===== config.mk =====
export PLATFORM = sky130hd
export DESIGN_NAME = up_down_modn_311
export DESIGN_NICKNAME = d
export VERILOG_FILES = /design/src/rtl/counter_pkg_311.sv /design/src/rtl/up_down_next_311.sv /design/src/rtl/up_down_modn_311.sv
export SDC_FILE = /design/constraint.sdc
export NUM_CORES = 1
export LEC_CHECK = 0
export ABC_AREA = 1
export CAP_MARGIN = 10
export CORE_AREA = 4 4 41 43
export DETAILED_ROUTE_END_ITERATION = 10
export DIE_AREA = 0 0 45 47
export PLACE_DENSITY = 0.62
export SLEW_MARGIN = 20
export SYNTH_ARGS = -nofsm -noshare
export SYNTH_HDL_FRONTEND = slang
export SYNTH_SLANG_ARGS = --single-unit

===== constraint.sdc =====
create_clock -name clk_311 -period 1.4 [get_ports clk_311]
set_input_delay 0.28 -clock clk_311 [delete_from_list [all_inputs] [get_ports clk_311]]
set_output_delay 0.28 -clock clk_311 [all_outputs]
set_load 0.05 [all_outputs]

===== src/rtl/counter_pkg_311.sv =====
// Shared encodings and parameter checks for the counter library blocks.
// Direction and limit-mode values match the raw ud/sat port bits.
package counter_pkg_311;

  typedef enum logic {
    DirDown = 1'b0,
    DirUp   = 1'b1
  } dir_e;

  typedef enum logic {
    ModeWrap = 1'b0,
    ModeSat  = 1'b1
  } mode_e;

  // Legal modulus range is 2 .. 2**width; evaluated in 64 bits so width = 32 does not overflow.
  function automatic bit modulus_ok(input int unsigned width, input int unsigned modulus);
    longint unsigned span;
    span = longint'(1) << width;
    return (modulus >= 2) && (longint'(modulus) <= span);
  endfunction

  function automatic bit reset_val_ok(input int unsigned reset_val, input int unsigned modulus);
    return reset_val < modulus;
  endfunction

endpackage


===== src/rtl/up_down_next_311.sv =====
// Combinational next-state logic for the modulo-N up/down counter: load clamp,
// step, wrap/saturate at the limits, and the terminal-count output for cascading.
module up_down_next_311
  import counter_pkg_311::*;
#(
  parameter int unsigned WIDTH   = 4,
  parameter int unsigned MODULUS = 16
) (
  input  logic [WIDTH-1:0] count,
  input  logic             ud,
  input  logic             sat,
  input  logic             en,
  input  logic             load,
  input  logic [WIDTH-1:0] load_val,
  output logic [WIDTH-1:0] next_count,
  output logic             wrap_next,
  output logic             tc
);

  // Limits are compared against MODULUS-1, never the raw 2**WIDTH rollover.
  localparam logic [WIDTH-1:0] MaxVal = WIDTH'(MODULUS - 1);
  localparam logic [WIDTH-1:0] One    = WIDTH'(1);

  dir_e  dir;
  mode_e mode;
  logic  at_max;
  logic  at_min;

  assign dir    = dir_e'(ud);
  assign mode   = mode_e'(sat);
  assign at_max = (count == MaxVal);
  assign at_min = (count == '0);

  assign tc = en & (((dir == DirUp) & at_max) | ((dir == DirDown) & at_min));

  always_comb begin
    next_count = count;
    wrap_next  = 1'b0;
    if (load) begin
      next_count = (load_val > MaxVal) ? MaxVal : load_val;
    end else if (en) begin
      if (dir == DirUp) begin
        if (!at_max) begin
          next_count = count + One;
        end else if (mode == ModeWrap) begin
          next_count = '0;
          wrap_next  = 1'b1;
        end
      end else begin
        if (!at_min) begin
          next_count = count - One;
        end else if (mode == ModeWrap) begin
          next_count = MaxVal;
          wrap_next  = 1'b1;
        end
      end
    end
  end

endmodule


===== src/rtl/up_down_modn_311.sv =====
// Parametrised modulo-N up/down counter with load, enable, wrap/saturate mode,
// terminal count and a registered wrap pulse. Holds only the count and wrap registers.
module up_down_modn_311
  import counter_pkg_311::*;
#(
  parameter int unsigned WIDTH     = 4,
  parameter int unsigned MODULUS   = 16,
  parameter int unsigned RESET_VAL = 0
) (
  input  logic             clk_311,
  input  logic             reset_311,
  input  logic             en_311,
  input  logic             ud_311,
  input  logic             sat_311,
  input  logic             load_311,
  input  logic [WIDTH-1:0] load_val_311,
  output logic [WIDTH-1:0] count_311,
  output logic             tc_311,
  output logic             wrap_311
);

  if (!modulus_ok(WIDTH, MODULUS)) begin : g_bad_modulus
    $error("up_down_modn_311: MODULUS must satisfy 2 <= MODULUS <= 2**WIDTH");
  end

  if (!reset_val_ok(RESET_VAL, MODULUS)) begin : g_bad_reset_val
    $error("up_down_modn_311: RESET_VAL must be below MODULUS");
  end

  logic [WIDTH-1:0] count_q;
  logic [WIDTH-1:0] count_d;
  logic             wrap_q;
  logic             wrap_d;

  up_down_next_311 #(
    .WIDTH  (WIDTH),
    .MODULUS(MODULUS)
  ) u_next (
    .count     (count_q),
    .ud        (ud_311),
    .sat       (sat_311),
    .en        (en_311),
    .load      (load_311),
    .load_val  (load_val_311),
    .next_count(count_d),
    .wrap_next (wrap_d),
    .tc        (tc_311)
  );

  always_ff @(posedge clk_311 or posedge reset_311) begin
    if (reset_311) begin
      count_q <= WIDTH'(RESET_VAL);
      wrap_q  <= 1'b0;
    end else begin
      count_q <= count_d;
      wrap_q  <= wrap_d;
    end
  end

  assign count_311 = count_q;
  assign wrap_311  = wrap_q;

endmodule


==> results.md, run 1 <==
- Failing checks: setup timing
- Leakage power: 0.456 nW
- Post-CTS Hold Fix Bufs: 0
- DP HPWL: 993 um
- Vias in the first global route: 475
- Post-DRT Antenna Nets: 0
- Hold Fails Final Rpt: 0
- Crit Path Class: reg2out
- Final wirelength: 1.35 mm
- Die Y: 47 um
- Initial antenna violation count: 0
- Mapped Avg Cell Area: 6.49 um^2
- RePlAce Congestion: 0.734
- GRT Resource Usage Total: 13.3%
- Layout cell share with drive strength beyond 1: 49.1%
- Global route hottest layer: met2
- Most frequent cells in the layout: buf_4 (19), nand2_1 (15), inv_1 (9)
- Period utilisation layout: 127%
- CP Cell Sequence: inv_2, ha_4, inv_2, nor3_2, o21ai_1, inv_1, nand2_2, clkinvlp_4, buf_12
- I/O pins: 16
- CP arrival: 1.50 ns
- Clock root buffer: clkbuf_4
- R2r worst-path depth: 10
- Most common cell after layout, fill and taps aside: buf_4
- Global-route wire length before repair: 1.91 mm
- TritonCTS clock tree: yes
- Power Density: 1050 nW/um^2
- Max clock buf depth: 2
- Top-area cell type share of the netlist area: 27.2%
- Via count: 568
- Setup TNS: -0.489 ns
- Met2 Usage GRT: 22.3%
- WP depth: 9
- Peak supply drop: 0.000883 V
- Initial Util: 35.4%
- Mapped cell area: 460 um^2
- Clock slew at reported path FFs: 0.05 ns
- R2r setup slk: -0.10 ns
- F_max: 560 MHz
- Worst relative slew slack: 83.5%
- Fin. max-slew vios: 0
- Fill cells: 106
- Vias per inst: 4.69
- Die width: 45 um
- Worst-Skew Late Latency: 0.25 ns
- Largest cells by area after synthesis: dfrtp_1 (27%), nand2_1 (15%), inv_1 (11%)
- Synth warnings: 0
- Worst Max-Slew Pin Slew: 0.246 ns
- Gr ovfl total: 0
- Initial DRC count: 11
- Worst Clk Skew: 0.0130 ns
- Status: finished, violations left
- I/O Buffers: 15
- H-Tree Level Count: 1
- Hold Path Class: in2async
- Area Overhead vs Synth: 97.6%
- Syn nets: 83
- Slowest CP cell: dfrtp_2
- Clock Sinks: 5
- Rows: 13
- Max FO, Critical Path: 4
- Synth area leader: dfrtp_1
- Routed length per instance: 11.2 um
- CORE AREA: 1300 um^2
- Post-layout net count: 119
- Initial DRT Pass Iterations: 4
- RR Endpoint: wrap_311$_DFF_PP0_
- DRC viols: 0
- GR Util met3: 6.90%
- Sequential area share after synthesis: 27.2%
- Startpoint types: flop
- CP most frequent cell: inv_2
- Pin count of the biggest net entering global routing: 8
- Period minus WS final: 1.78 ns
- Critical Path Start: count_311[0]$_DFFE_PP0P_
- RSZ-0062 raised after global routing: true
- Ant. Diodes: 0
- Max stage delay on crit path: 0.45 ns
- GR Util met1: 14.3%
- Smallest setup slack after layout: -0.384 ns
- Final setup vio count: 2
- Critical path destination: tc_311
- Reg-to-reg startpoint: count_311[0]$_DFFE_PP0P_
- #FFs+latches synth: 5
- Final hold slack: 0.224 ns
- Total CTS buffers: 3
- Crit path max-delay family: flip-flops
- Distinct cell type count after synthesis: 21
- Gate Count Post-Synth: 71
- CP required: 1.12 ns
- Crit. End Element: output pin
- Die area: 2120 um^2
- Critical path buffers and inverters: 5
- Max-cap violations: 0
-- where the power goes --
group	switching [W]	total (W)	leakage (nW)	internal, W
registers	0.0000358	0.000207	0.0587	0.000171
clock network	0.0000656	0.000174	0.0150	0.000108
logic	0.000288	0.000576	0.382	0.000288
total	0.000389	0.000956	0.456	0.000567
-- what timing repair did --
| action | CTS | global route |
|---|---|---|
| cloned | 0 | 0 |
| hold endpoints to repair | 0 | 0 |
| setup buffers | 1 | 3 |
| setup endpoints to repair | 2 | 5 |
| resized for setup | 2 | 11 |
| pin swaps | 0 | 7 |
-- how the worst min path moves through the flow --
stage	start	endpoint	slack, ns	depth (start not counted)
after floorplan	reset_311	count_311[3]$_DFFE_PP0P_	0.06	1
after global placement	reset_311	wrap_311$_DFF_PP0_	0.50	2
after detailed placement	reset_311	count_311[3]$_DFFE_PP0P_	0.50	2
after CTS	reset_311	count_311[0]$_DFFE_PP0P_	0.24	2
after global routing	reset_311	count_311[2]$_DFFE_PP0P_	0.24	2
final	reset_311	count_311[2]$_DFFE_PP0P_	0.22	2
-- per-layer routing --
layer | vias up | routed length (um)
li1 | 292 | -
met1 | 260 | 547
met2 | 14 | 722
met3 | 2 | 71
met4 | 0 | 12
met5 | - | 0
-- sequential cells by signal, indices dropped and copies added (netlist names) --
register,cells
count_311,4
wrap_311,1
-- kinds of logic after synthesis --
family | after synthesis | synth area share (%)
flip-flops | 5 | 27.2
adder cells (fa/ha/maj) | 2 | 5.43
AO/OA/AOI/OAI | 9 | 10.6
buffers and inverters | 16 | 15.8
AND/OR/NAND/NOR | 38 | 39.1
XOR/XNOR | 1 | 1.90
-- Yosys cell counts --
cell type / instances
xor2_1: 1
nor2_1: 5
nor3_2: 1
o21ai_0: 5
nand3_1: 7
or2_2: 1
nand2_1: 19
o21ai_1: 2
o21ai_2: 1
nor2_4: 1
buf_6: 1
nand4_1: 1
buf_4: 1
a21oi_1: 1
clkbuf_2: 1
dfrtp_1: 5
nand3_2: 1
ha_1: 2
nor3_1: 1
nand2_2: 1
inv_1: 13
-- layout make-up --
| cell class | instances | area [um^2] | share of cell area, % |
|---|---|---|---|
| sequential | 5 | 129 | 14.2 |
| tap | 15 | 18.8 | 2.06 |
| clock buffer | 4 | 26.3 | 2.89 |
| timing repair buffer | 34 | 355 | 39.1 |
| multi-input combinational | 50 | 328 | 36.0 |
| inverter | 13 | 52.6 | 5.78 |
-- through the flow --
| stage | std cells | util [%] | setup WS [ns] | total power (W) | cell area (um^2) |
|---|---|---|---|---|---|
| floorplan | 71 | - | -0.282 | 0.000472 | 483 |
| global route | 121 | 69.9 | -0.461 | 0.00101 | 910 |
| finish | 121 | 69.9 | -0.384 | 0.000956 | 910 |
| global placement | 113 | 61.5 | -0.221 | 0.000712 | 801 |
| CTS | 118 | 64.7 | -0.379 | 0.000900 | 842 |
| detailed placement | 113 | 61.5 | -0.237 | 0.000720 | 801 |
Power figures use the tool's default switching activity.
==> inputs of run 2 (changes only) <==
--- a/config.mk
+++ b/config.mk
@@ -6,7 +6,7 @@
 export NUM_CORES = 1
 export LEC_CHECK = 0
 export ABC_AREA = 1
-export CAP_MARGIN = 10
+export CAP_MARGIN = 0
 export CORE_AREA = 4 4 41 43
 export DETAILED_ROUTE_END_ITERATION = 10
 export DIE_AREA = 0 0 45 47
==> results of run 2 <==
The final DEF is identical to that of run 1; final timing and power are the same.
==> inputs of run 3 (changes only) <==
--- a/config.mk
+++ b/config.mk
@@ -6,11 +6,11 @@
 export NUM_CORES = 1
 export LEC_CHECK = 0
 export ABC_AREA = 1
-export CAP_MARGIN = 0
-export CORE_AREA = 4 4 41 43
+export CAP_MARGIN = 20
+export CORE_AREA = 2 2 39 41
 export DETAILED_ROUTE_END_ITERATION = 10
-export DIE_AREA = 0 0 45 47
-export PLACE_DENSITY = 0.62
+export DIE_AREA = 0 0 41 43
+export PLACE_DENSITY = 0.6
 export SLEW_MARGIN = 20
 export SYNTH_ARGS = -nofsm -noshare
 export SYNTH_HDL_FRONTEND = slang
==> constraint.sdc (replaced) <==
create_clock -name clk_311 -period 1.83 [get_ports clk_311]
set_input_delay 0.366 -clock clk_311 [delete_from_list [all_inputs] [get_ports clk_311]]
set_output_delay 0.366 -clock clk_311 [all_outputs]
set_load 0.05 [all_outputs]
==> run 3 against run 2 <==
The flow still finishes with violations (setup timing). Die area shrank 17%. Critical endpoint unchanged. Critical path depth is the same. Global-route usage grew 4.7 points.
==> results.md, run 3 (same netlist as run 1, synthesis figures left out) <==
- Status: finished, violations left (unchanged)
- Failing checks: setup timing (unchanged)
- R2r setup slk: 0.29 ns (was -0.10 ns)
- Total CTS buffers: 3 (unchanged)
- Final non-filler cell total: 115 (was 121)
- Ant. Diodes: 0 (unchanged)
- I/O pins: 16 (unchanged)
- Startpoint types: flop (unchanged)
- Period utilisation layout: 100%
- Gr ovfl total: 0 (unchanged)
- Clock Sinks: 5 (unchanged)
- Global-route wire length before repair: 2.07 mm (was 1.91 mm)
- Period minus WS final: 1.83 ns
- CP arrival: 1.47 ns (was 1.50 ns)
- Max FO, Critical Path: 3 (was 4)
- CORE AREA: 1380 um^2 (was 1300 um^2)
- Hold Path Class: in2async (unchanged)
- Initial Util: 33.3% (was 35.4%)
- Die width: 41 um (was 45 um)
- CP required: 1.46 ns (was 1.12 ns)
- H-Tree Level Count: 1 (unchanged)
- Worst-Skew Late Latency: 0.24 ns (was 0.25 ns)
- Worst relative slew slack: 76.9% (was 83.5%)
- GRT Resource Usage Total: 18.0% (was 13.3%)
- Layout cell share with drive strength beyond 1: 36.4% (was 49.1%)
- DRC viols: 0 (unchanged)
- Most common cell after layout, fill and taps aside: nand2_1 (was buf_4)
- Max-cap violations: 0 (unchanged)
- Die area: 1760 um^2 (was 2120 um^2)
- Rows: 14 (was 13)
- DP HPWL: 838 um (was 993 um)
- Pin count of the biggest net entering global routing: 9 (was 8)
- Peak supply drop: 0.000562 V (was 0.000883 V)
- RSZ-0062 raised after global routing: true (unchanged)
- I/O Buffers: 15 (unchanged)
- F_max: 545 MHz
- Clock root buffer: clkbuf_4 (unchanged)
- Initial DRT Pass Iterations: 2 (was 4)
- Cells after DPL: 103 (was 113)
- TritonCTS clock tree: yes (unchanged)
- Post-layout net count: 112 (was 119)
- Vias per inst: 4.68 (was 4.69)
- RePlAce Congestion: 0.717 (was 0.734)
- Fill cells: 133 (was 106)
- Clock slew at reported path FFs: 0.05 ns (about the same)
- Worst Max-Slew Pin Slew: 0.347 ns (was 0.246 ns)
- Initial antenna violation count: 0 (unchanged)
- Worst Clk Skew: 0.00716 ns (was 0.0130 ns)
- Initial DRC count: 2 (was 11)
- Area Overhead vs Synth: 63.0% (was 97.6%)
- Final setup vio count: 1 (was 2)
- Leakage power: 0.382 nW (was 0.456 nW)
- Die Y: 43 um (was 47 um)
- Pwr Total: 0.000625 W (was 0.000956 W)
- Via count: 538 (was 568)
- Crit Path Class: reg2out (unchanged)
- Fin. max-slew vios: 0 (unchanged)
- Vias in the first global route: 518 (was 475)
- Most frequent cells in the layout: nand2_1 (18), buf_4 (17), inv_1 (9), clkdlybuf4s50_1 (9), nand3_1 (7) (was buf_4 (19), nand2_1 (15), inv_1 (9))
- Smallest setup slack after layout: -0.00482 ns (was -0.384 ns)
- Hold Fails Final Rpt: 0 (unchanged)
- Power Density: 833 nW/um^2 (was 1050 nW/um^2)
- Max reg flops: 4 (unchanged)
- Crit. End Element: output pin (unchanged)
- Routed length per instance: 10.7 um (was 11.2 um)
- Max clock buf depth: 2 (unchanged)
- Final wirelength: 1.23 mm (was 1.35 mm)
- Fin util: 54.2% (was 69.9%)
- Post-DRT Antenna Nets: 0 (unchanged)
## run 3: cell types whose count changed in the layout (fill, tap and decap cells not counted), moves of 2 or more
cell	before	now
buf_12	6	1
nand2_2	5	2
nand3_2	4	1
nand3_1	4	7
buf_4	19	17
nand2_1	15	18
## run 3: metal layers
layer	GRT usage [%]	vias up	routed length [um]	share of wire [%]
met5	0	-	0	0
met4	6.00	0	14	1.1
met2	27.8	12	654	53
met1	21.4	246	511	42
li1	-	278	-	-
met3	7.85	2	50	4.1
## run 3: critical path, cell delays in order (launching register included)
cell        delay, ns
dfrtp_2          0.38
inv_2            0.06
ha_4             0.16
inv_2            0.06
nor3_4           0.04
o21ai_1          0.14
inv_1            0.06
nand2_2          0.08
clkinvlp_4       0.10
buf_12           0.15
## run 3: path summary, 6_finish.rpt
check / to / depth (start not counted) / start
max: tc_311 / 9 / count_311[0]$_DFFE_PP0P_
min: count_311[2]$_DFFE_PP0P_ / 2 / reset_311
max reg2reg: wrap_311$_DFF_PP0_ / 10 / count_311[0]$_DFFE_PP0P_
min reg2reg: count_311[0]$_DFFE_PP0P_ / 3 / count_311[0]$_DFFE_PP0P_
max in group asynchronous: count_311[1]$_DFFE_PP0P_ / 2 / reset_311
min in group clk_311: count_311[0]$_DFFE_PP0P_ / 3 / count_311[0]$_DFFE_PP0P_
## run 3: per-stage QoR
| step | setup TNS [ns] | hold WS (ns) | cell area [um^2] | worst slack [ns] |
|---|---|---|---|---|
| CTS | -0.0506 | 0.307 | 727 | -0.0506 |
| finish | -0.00482 | 0.314 | 751 | -0.00482 |
| global placement | 0 | 0.569 | 643 | 0.0441 |
| floorplan | 0 | 0.144 | 469 | 0.0244 |
| detailed placement | 0 | 0.574 | 643 | 0.0255 |
| global route | -0.0962 | 0.338 | 751 | -0.0962 |
## run 3: what timing repair did
item,CTS,global route
buffers inserted,6,2
gates resized for setup,4,2
setup endpoints to repair,1,1
hold buffers,0,0
pin swaps,3,1
## run 3: area by class of cell
cell class                      count  area [um^2]  area share, %
Clock buffer                        4         26.3           3.50
Inverter                           13         52.6           7.00
Multi-Input combinational cell     50          287           38.2
Sequential cell                     5          128           17.0
Tap cell                           16         20.0           2.67
Timing Repair Buffer               27          238           31.7
## run 3: report_power, final
part           internal, W  switching [W]
registers         0.000130      0.0000297
logic             0.000150       0.000188
clock network    0.0000824      0.0000453
total             0.000362       0.000264
